===== config.mk =====
export PLATFORM = sky130hd
export DESIGN_NAME = hazard_control_unit
export DESIGN_NICKNAME = d
export VERILOG_FILES = /design/src/rtl/hazard_control_unit.sv
export SDC_FILE = /design/constraint.sdc
export NUM_CORES = 1
export LEC_CHECK = 0
export BUFFER_PORTS_ARGS = -buffer_cell sky130_fd_sc_hd__buf_2
export CAP_MARGIN = 20
export CORE_ASPECT_RATIO = 1.5
export CORE_MARGIN = 5
export CORE_UTILIZATION = 43
export CTS_CLUSTER_DIAMETER = 80
export DETAILED_ROUTE_END_ITERATION = 8
export GPL_ROUTABILITY_DRIVEN = 0
export PLACE_DENSITY = 0.78
export SLEW_MARGIN = 20
export SYNTH_ARGS = -nofsm -noshare
export SYNTH_HDL_FRONTEND = slang
export SYNTH_SLANG_ARGS = --single-unit

===== constraint.sdc =====
create_clock -name clk -period 4.1 [get_ports clk]
set_clock_uncertainty 0.05 [all_clocks]
set_input_delay 0.41 -clock clk [delete_from_list [all_inputs] [get_ports clk]]
set_output_delay 0.41 -clock clk [all_outputs]
set_load 0.005 [all_outputs]

===== src/rtl/hazard_control_unit.sv =====
// rtl/hazard_control_unit.sv - pipeline stall/flush controller for load-use, branch-in-ID, MDU and taken-branch hazards
module hazard_control_unit #(
    parameter int MDU_LATENCY = 4
) (
    input  logic        clk,
    input  logic        rst,
    input  logic        id_valid,
    input  logic [3:0]  id_op1,
    input  logic [3:0]  id_op2,
    input  logic        id_is_branch,
    input  logic        branch_taken,
    input  logic [3:0]  ex_op1,
    input  logic [1:0]  ex_regwrite,
    input  logic        ex_memread,
    input  logic        ex_is_mdu,
    output logic        pc_stall,
    output logic        if_id_stall,
    output logic        id_ex_bubble,
    output logic        if_id_flush,
    output logic        ex_hold,
    output logic        mdu_busy,
    output logic [15:0] stall_cycles
);

    localparam logic [1:0] ST_RUN         = 2'd0;
    localparam logic [1:0] ST_BRANCH_WAIT = 2'd1;
    localparam logic [1:0] ST_MDU_WAIT    = 2'd2;

    // The start cycle in RUN is the first hold cycle, so the wait state covers
    // MDU_LATENCY-2 more; cnt counts the ones left after the current one.
    localparam int         WAIT_INIT      = (MDU_LATENCY > 2) ? MDU_LATENCY - 3 : 0;
    localparam logic [3:0] CNT_LOAD       = 4'(WAIT_INIT);
    localparam logic       MDU_STALLS     = (MDU_LATENCY > 1);
    localparam logic       MDU_NEEDS_WAIT = (MDU_LATENCY > 2);

    logic [1:0]  state_q, state_d;
    logic [3:0]  cnt_q, cnt_d;
    logic        mdu_ack_q, mdu_ack_d;
    logic [15:0] stall_cycles_q, stall_cycles_d;

    logic mdu_start, ld_hit, br_ld, br_alu;
    logic stall_c, bubble_c, flush_c, hold_c;

    assign mdu_start = ex_is_mdu & ~mdu_ack_q & MDU_STALLS;
    assign ld_hit    = id_valid & ex_memread & ((ex_op1 == id_op1) | (ex_op1 == id_op2));
    assign br_ld     = id_valid & id_is_branch & ex_memread & (ex_op1 == id_op1);
    assign br_alu    = id_valid & id_is_branch & ~ex_memread & (ex_regwrite == 2'b11)
                       & (ex_op1 == id_op1);

    always_comb begin
        state_d   = state_q;
        cnt_d     = cnt_q;
        mdu_ack_d = mdu_ack_q;
        stall_c   = 1'b0;
        bubble_c  = 1'b0;
        flush_c   = 1'b0;
        hold_c    = 1'b0;
        case (state_q)
            ST_RUN: begin
                mdu_ack_d = 1'b0;
                if (mdu_start) begin
                    stall_c = 1'b1;
                    hold_c  = 1'b1;
                    if (MDU_NEEDS_WAIT) begin
                        state_d = ST_MDU_WAIT;
                        cnt_d   = CNT_LOAD;
                    end else begin
                        mdu_ack_d = 1'b1;
                    end
                end else if (br_ld) begin
                    stall_c  = 1'b1;
                    bubble_c = 1'b1;
                    state_d  = ST_BRANCH_WAIT;
                end else if (ld_hit | br_alu) begin
                    stall_c  = 1'b1;
                    bubble_c = 1'b1;
                end else if (id_valid & id_is_branch & branch_taken) begin
                    flush_c = 1'b1;
                end
            end
            ST_BRANCH_WAIT: begin
                stall_c  = 1'b1;
                bubble_c = 1'b1;
                state_d  = ST_RUN;
            end
            ST_MDU_WAIT: begin
                stall_c = 1'b1;
                hold_c  = 1'b1;
                if (cnt_q == 4'd0) begin
                    state_d   = ST_RUN;
                    mdu_ack_d = 1'b1;
                end else begin
                    cnt_d = cnt_q - 4'd1;
                end
            end
            default: state_d = ST_RUN;
        endcase
        stall_cycles_d = stall_cycles_q;
        if (stall_c && !rst && stall_cycles_q != 16'hFFFF) begin
            stall_cycles_d = stall_cycles_q + 16'd1;
        end
    end

    always_ff @(posedge clk or posedge rst) begin
        if (rst) begin
            state_q        <= ST_RUN;
            cnt_q          <= 4'd0;
            mdu_ack_q      <= 1'b0;
            stall_cycles_q <= 16'd0;
        end else begin
            state_q        <= state_d;
            cnt_q          <= cnt_d;
            mdu_ack_q      <= mdu_ack_d;
            stall_cycles_q <= stall_cycles_d;
        end
    end

    // Combinational outputs are forced low while reset is held.
    assign pc_stall     = stall_c & ~rst;
    assign if_id_stall  = stall_c & ~rst;
    assign id_ex_bubble = bubble_c & ~rst;
    assign if_id_flush  = flush_c & ~rst;
    assign ex_hold      = hold_c & ~rst;
    assign mdu_busy     = hold_c & ~rst;
    assign stall_cycles = stall_cycles_q;

endmodule


Yosys cells after proc, flatten, opt, wreduce, memory -nomap -nowiden. Cells that the tools add are included.

Add/subtract/negate cells: 2. Reduce and logical (&&, ||, !) cells: 10. Eq/ne operators: 10. Multiplexer cells: 22. Bitwise logic cells: 19.

Operator list (count): $add 16x1->16 const B (1); $ne 16x16->1 const B (1); $and 1x1->1 (14); $mux 1 (11); $eq 4x4->1 (2); $mux 4 (2); $pmux 1 s2 (4); $pmux 4 s2 (1); $mux 2 (3); $ne 2x2->1 const B (3); $eq 2x2->1 const B (2); $logic_not 4->1 (1); $pmux 2 s2 (1); $reduce_and 2->1 (2); $sub 4x1->4 const B (1); $ne 3x3->1 const B (1); $not 1->1 (3); $reduce_and 3->1 (1); $eq 2x1->1 const B (1); $logic_and 1x1->1 (2); $logic_not 2->1 (1); $or 1x1->1 (2); $reduce_bool 2->1 (1); $reduce_or 2->1 (1); $logic_not 1->1 (1).

Output and inout bits: 22. Register bits: 23. Input bits: 21.

Depth between registers and ports, before layout. Gate-level depths: netlist (run 1).

Word-level depth: 11. Depth in mapped cells: 9.

Worst setup path after synthesis (run 1). OpenSTA, ideal clock, no wires.

Path kind: input to output. From: input id_op1[1]. To: output pc_stall. Stages on the path: 5. Buffers on the path: 1. Data required time: 3640 ps. Data arrival time: 1339 ps. Slack: 2301 ps. Path through: xor2_1 nor4_4 o2bb2ai_2 o21a_1 buf_4.

Cells in the longest elaborated chain, start to end: 9. Elaborated cells on any way between the ends: 11. Those cells by class: eq/ne (1); mux (4); bitwise (6).

RTL lines: from (decl) (line 8) `input logic [3:0] id_op1,`; $eq 4x4->1 (*) (line 45, 46, 48); $or 1x1->1 (line 45) `assign ld_hit = id_valid & ex_memread & ((ex_op1 == id_op1) | (ex_op1 == id_op2));`; $and 1x1->1 (line 45); $or 1x1->1 (line 74) `end else if (ld_hit | br_alu) begin`; $mux 1 (line 74); $mux 1 (*) (line 70) `end else if (br_ld) begin`; $mux 1 (*) (line 61) `if (mdu_start) begin`; $pmux 1 s2 (*) (line 58) `case (state_q)`; $and 1x1->1 (*); to (decl) (line 16) `output logic pc_stall,`.

Mark *: on every way between the ends. The rest lies on a longest branch, timed or not.

Final worst setup path (run 1).
From: register state_q[1]. To: output id_ex_bubble.

Cells in the longest elaborated chain, start to end: 3. Elaborated cells on any way between the ends: 4. Those cells by class: eq/ne (1); mux (1); bitwise (1); reduce/logical (1).

RTL lines: from (decl) (line 36) `logic [1:0] state_q, state_d;`; from (signal assigned) (line 111) `state_q <= state_d;`; $eq 2x1->1 or $logic_not 2->1 (tied branches) (line 58); $pmux 1 s2 (*) (line 58); $and 1x1->1 (*) (line 121) `assign id_ex_bubble = bubble_c & ~rst;`; to (decl) (line 18) `output logic id_ex_bubble,`.

Marked as above.

==> results.md, run 1 <==
- CTS H-tree lvls: 1
- Worst EP required: 3.64 ns
- Cell row count: 26
- Mapped Area: 1469 µm²
- Vias per cell: ~5.3
- Post-DR wirelength/cell: between 10 and 15 µm
- RSZ-0062 raised after global routing: no
- Post-Place Cells: around 230
- Fmax achieved: between 400 and 500 MHz
- Hold bufs inserted after CTS: 0
- Reg-to-reg slack, setup: about 2.2 ns
- Normalized max-slew margin: 77.46%
- Startpoint Class: flop
- Largest net degree at the start of global routing: 25
- Synth warn: 0
- CTS clk-pin slew, worst paths: about 0.09 ns
- Finished Layout Cells: roughly 240
- Die extent in y: roughly 82 µm
- 1st-iter DRT viols: 36
- TritonRoute pass-1 iters: 4
- Clock Sink Count: 23
- Maximum vdd drop: 0.2535 mV
- DRC: 0
- Static Leakage: about 0.00083 µW
- Sequential share of the synthesized area: 39.18%
- Number of diodes: 0
- Async SR Flop Fraction: 100.0%
- Reg2reg end: cnt_q[3]
- Vias in the first global route: 1278
- CTS Buf Count: 3
- Vias: about 1300
- Syn nets: between 150 and 200
- R2R Path Start: cnt_q[0]
- Setup Buffers After CTS: 0
- Hold Vio Cnt, Final: 0
- Post-route minimum period: about 2.3 ns
- Die X: between 50 and 60 µm
- Final period util: 55.46%
- Syn avg cell area: between 9 and 10 µm²
- Ys flop type: dfrtp_1
- Crit path to: id_ex_bubble
- Worst slew pin tran: 0.3381 ns
- Longest Clk Path Bufs: 2
- Gr usage total: between 15 and 20%
- Initial Utilization: between 40% and 50%
- Remaining antenna violation count: 0
- Worst-Skew Late Latency: between 0.2 and 0.3 ns
- Cell variety after synth: 36
- FF+latch count, synth: 23
- CORE AREA: 3351 µm²
- Fraction of layout cells with a size suffix above 1: between 20% and 30%
- Post-Synthesis Cells: 156
- GR Overflow Total: 0
- Worst-case reg-to-reg path depth: 7
- Post-synth top area share: 39.18%
- TritonCTS clock tree: built
- Post-synth top area cell: dfrtp_1
- I/O pins: 43
- Nets: 225
- Crit. Startpoint: state_q[1]
- Run status: finished clean
- HPWL Detailed: about 2600 µm
- Post-CTS sizing: 0
- Number of synthesized flops with an enable pin: 0
- Pwr Density: 523.0 nW/µm²
- Fin Setup TNS: 0 ns
- Worst EP arrival: about 1.8 ns
- Largest cells by area after synthesis: dfrtp_1 (39%), xnor2_1 (10%), ha_1 (6.0%)
- DIE AREA: between 4000 and 5000 µm²
- Area grow syn2layout: 18.57%
- Initial antenna violation count: 0
- Pins Over Slew Limit: 0
- IO buf count: 42
- Root buf cell: clkbuf_8
- Worst Hold Class: input pin to asynchronous set/reset pin
- Setup violators final: 0
- Crit end category: output port
- Crit path max fanout: 10
- WS Path Type: flop to output port
- Total Wirelength: roughly 3400 µm
- Number of max-cap violations: 0
- First-pass GRT wire length: 5582 µm
-- logic make-up after synthesis --
group	count (synthesis)	synth area share [%]
and+or+nand+nor	65	24.45
DFF	23	39.18
AOI/OAI and AO/OA	22	10.48
xor gates and xnor gates	22	13.12
buffers and inverters	14	4.684
adders and majority gates	7	5.962
muxes	3	2.129
-- final cells by class --
class | count | area, µm²
well taps | 42 | 52.55
fillers | 326 | 1609
multi-input cells | 119 | 824.5
flip-flops and latches | 23 | 575.6
clock buffers | 4 | 45.04
inverters | 7 | 26.28
repair buffers | 43 | 217.7
-- worst min path at each step --
stage                          startpoint         endpoint
after floorplan                       rst         cnt_q[0]
after global placement    stall_cycles[8]  stall_cycles[8]
after detailed placement  stall_cycles[8]  stall_cycles[8]
after CTS                             rst       state_q[1]
after global routing                  rst       state_q[1]
final                                 rst  stall_cycles[1]
-- layer usage --
layer,GRT usage [%],part of all wire (%)
met5,0,0
met4,5.104,0.92
met3,2.044,2.7
met2,29.98,59
met1,15.72,37
-- registers in the layout (all words and copies together) (netlist names) --
name          count
cnt_q             4
mdu_ack_q         1
state_q           2
stall_cycles     16
-- where the power goes --
| group | total [µW] | internal, µW | switching, µW |
|---|---|---|---|
| registers | 360 | 283 | 76.5 |
| logic | 409 | 177 | 232 |
| clock network | 142 | 69.3 | 72.8 |
| total | 911 | 530 | 381 |
-- critical path, stage by stage (launching register included) --
cell and delay (ns):
dfrtp_1 0.43, inv_1 0.10, ha_1 0.34, and2_0 0.36, a21oi_1 0.12, nor2_1 0.08
buf_2 0.11
-- layout by cell type (no fill, tap or decap) --
cell type / Yosys / final
o21a_1: 1 / 1
a22oi_1: 2 / 2
o2bb2ai_2: 1 / 1
a221oi_1: 1 / 1
nor3_1: 4 / 4
nor2_1: 9 / 9
inv_1: 7 / 7
or4_1: 1 / 1
a31oi_1: 1 / 1
nand4_1: 12 / 12
o211a_4: 1 / 1
nand4b_1: 1 / 1
nor3b_2: 1 / 1
buf_2: 1 / 42
o21ai_0: 3 / 3
nor2b_1: 2 / 2
and4_1: 1 / 1
and2_1: 2 / 2
clkbuf_1: 3 / 1
nand2b_1: 1 / 1
and2_0: 1 / 1
nor4_4: 1 / 1
and3_1: 6 / 6
nand3_1: 8 / 8
o221ai_1: 1 / 1
buf_4: 2 / 1
mux2_2: 1 / 1
a221o_1: 1 / 1
nand2_1: 15 / 15
xor2_1: 5 / 5
clkbuf_8: 0 / 3
a21oi_1: 10 / 10
ha_1: 7 / 7
dfrtp_1: 23 / 23
xnor2_1: 17 / 17
mux2i_1: 2 / 2
-- Yosys cell counts, types with 3 or more instances --
library cell / n
o21ai_0: 3
xnor2_1: 17
dfrtp_1: 23
nor3_1: 4
xor2_1: 5
inv_1: 7
nand2_1: 15
and3_1: 6
nor2_1: 9
nand4_1: 12
ha_1: 7
nand3_1: 8
clkbuf_1: 3
a21oi_1: 10
-- stage by stage --
stage	instance area, µm²	setup slack (ns)	hold WS, ns	total power, µW	utilization [%]
CTS	1742	1.816	0.1691	913.8	51.98
finish	1742	1.826	0.1590	910.9	51.98
floorplan	1469	2.301	0.3701	659.5	-
global placement	1697	2.090	0.4226	756.7	50.63
global route	1742	1.668	0.2000	990.3	51.98
detailed placement	1697	2.077	0.4270	774.8	50.63
No activity file was read; power rests on OpenSTA's default activity.
==> run 2: changes to the inputs <==
==> constraint.sdc (replaced) <==
create_clock -name clk -period 2.12 [get_ports clk]
set_clock_uncertainty 0.05 [all_clocks]
set_input_delay 0.212 -clock clk [delete_from_list [all_inputs] [get_ports clk]]
set_output_delay 0.212 -clock clk [all_outputs]
set_load 0.005 [all_outputs]
==> results.md, run 2 (synthesis gave the netlist of run 1 again) <==
- Post-route minimum period: 1.912 ns
- Worst EP required: 1.86 ns (-1.78 ns)
- Worst EP arrival: 1.65 ns (-0.16 ns)
- Worst-case reg-to-reg path depth: 7 (unchanged)
- Normalized max-slew margin: 77.08% (-0.38 points)
- CTS Buf Count: 3 (unchanged)
- Commonest non-fill, non-tap cell in the layout: buf_2
- Max FFs per register: 16 (unchanged)
- CP max stage cell: dfrtp_1
- Largest net degree at the start of global routing: 24 (-4.0%)
- Root buf cell: clkbuf_8
- Worst slew pin tran: 0.3436 ns (+0.005476 ns)
- Maximum vdd drop: 0.5426 mV (+110%)
- Post-CTS sizing: 0 (unchanged)
- Number of max-cap violations: 0 (unchanged)
- IO buf count: 42 (unchanged)
- First-pass GRT wire length: 5375 µm (-3.7%)
- Area grow syn2layout: 19.17%
- Reg2reg end: cnt_q[3]
- HPWL Detailed: 2587 µm (-1.4%)
- Setup violators final: 0 (unchanged)
- Die extent in y: 81.58 µm (unchanged)
- TritonRoute pass-1 iters: 4 (unchanged)
- Static Leakage: 0.0008376 µW (+0.90%)
- Final core occ: 52.24% (+0.26 points)
- Worst Hold Class: input pin to asynchronous set/reset pin
- Nets: 226 (+0.44%)
- Fin Setup TNS: 0 ns (unchanged)
- Vias in the first global route: 1249 (-2.3%)
- Number of diodes: 0 (unchanged)
- Fmax achieved: approximately 520 MHz
- Setup Buffers After CTS: 0 (unchanged)
- GR Overflow Total: 0 (unchanged)
- Reg-to-reg slack, setup: 0.25 ns (-1.99 ns)
- WS Path Type: flop to output port
- Crit. Startpoint: state_q[0]
- # fillers: 329 (+0.92%)
- Failing checks: negative hold slack
- Startpoint Class: flop
- Clock Sink Count: 23 (unchanged)
- Run status: finished with violations
- RSZ-0062 raised after global routing: no
- Longest Clk Path Bufs: 2 (unchanged)
- Post-DR wirelength/cell: 13.69 µm (-2.9%)
- CTS clk-pin slew, worst paths: 0.08 ns (about the same)
- Gr usage total: 14.58% (-0.49 points)
- Final period util: roughly 90%
- Hold bufs inserted after CTS: 0 (unchanged)
- Die X: 57.72 µm (unchanged)
- Max stage delay on crit path: 0.42 ns (about the same)
- CORE AREA: 3351 µm² (unchanged)
- Pins Over Slew Limit: 0 (unchanged)
- Cell row count: 26 (unchanged)
- Vias per cell: 5.343 (+0.45%)
- I/O pins: 43 (unchanged)
- TritonCTS clock tree: built
- Hold Vio Cnt, Final: 5 (+5)
- Initial antenna violation count: 0 (unchanged)
- Fraction of layout cells with a size suffix above 1: 26.90% (+0.88 points)
- Vias: 1277 (+0.87%)
- Placed cell area: 1704 µm² (+0.44%)
- Remaining antenna violation count: 0 (unchanged)
- Register Area: 575.6 µm² (unchanged)
- Most frequent cells in the layout: buf_2 (42), dfrtp_1 (23), xnor2_1 (17)
- Pwr Density: 1010 nW/µm² (+93%)
- Multi-input combinational cell area: 824.5 µm² (unchanged)
- DRC: 0 (unchanged)
- CTS H-tree lvls: 1 (unchanged)
- Crit path to: id_ex_bubble
- Crit path max fanout: 6 (-4)
- Cell area after layout: 1750 µm² (+0.50%)
- Total Wirelength: 3272 µm (-2.5%)
- DIE AREA: 4709 µm² (unchanged)
- R2R Path Start: cnt_q[0]
- 1st-iter DRT viols: 60 (+67%)
- Ordered list of cells on the worst path: inv_1 > ha_1 > and2_0 > a21oi_1 > nor2_1 > buf_2
- Hold slack final: -0.003727 ns (-0.1627 ns)
- Initial Utilization: 43.84% (unchanged)
- Worst-Skew Late Latency: 0.26 ns (about the same)
- Crit end category: output port
-- run 2: where the power goes --
group	internal (µW)	switching (µW)	total, µW	leakage (µW)
Combinational	353	457	809	0.000514
Sequential	547	142	689	0.000298
Clock	131	138	269	0.0000255
Total	1030	737	1770	0.000838
-- run 2: how the worst min path moves through the flow --
stage / from / to / slack, ns
floorplan: rst / cnt_q[0] / 0.17
global placement: rst / state_q[1] / 0.29
detailed placement: rst / state_q[0] / 0.30
CTS: rst / state_q[0] / 0.005
global route: rst / state_q[0] / 0.04
finish: rst / state_q[0] / -0.004
-- run 2: layout make-up --
cell class,instances,area share [%]
Tap cell,42,3.002
Timing Repair Buffer,44,12.87
Clock inverter,1,0.2859
Inverter,7,1.501
Multi-Input combinational cell,119,47.11
Clock buffer,3,2.359
Sequential cell,23,32.88
-- run 2: stage by stage --
step / hold WS, ns / power, µW / cells / setup WS, ns
floorplan: 0.1721 / 1276 / 156 / 0.3745
global placement: 0.2941 / 1489 / 235 / 0.3208
detailed placement: 0.2960 / 1505 / 235 / 0.2854
CTS: 0.004598 / 1781 / 239 / 0.2169
global route: 0.04286 / 1921 / 239 / 0.1142
finish: -0.003727 / 1768 / 239 / 0.2082
-- run 2: critical path: cells and delay by family, from the launching register on --
kind,cells,cell delay [ns]
compound gates,1,0.12
fa+ha+maj,1,0.20
buf+inv,2,0.22
flops,1,0.42
simple gates,2,0.43
-- run 2: metal layers --
layer / vias up / global-route usage (%) / share of wire (%)
met2: 32 / 27.83 / 57
met1: 614 / 14.86 / 38
met3: 4 / 2.516 / 3.7
met4: 0 / 7.425 / 1.3
met5: - / 0 / 0
li1: 627 / - / -
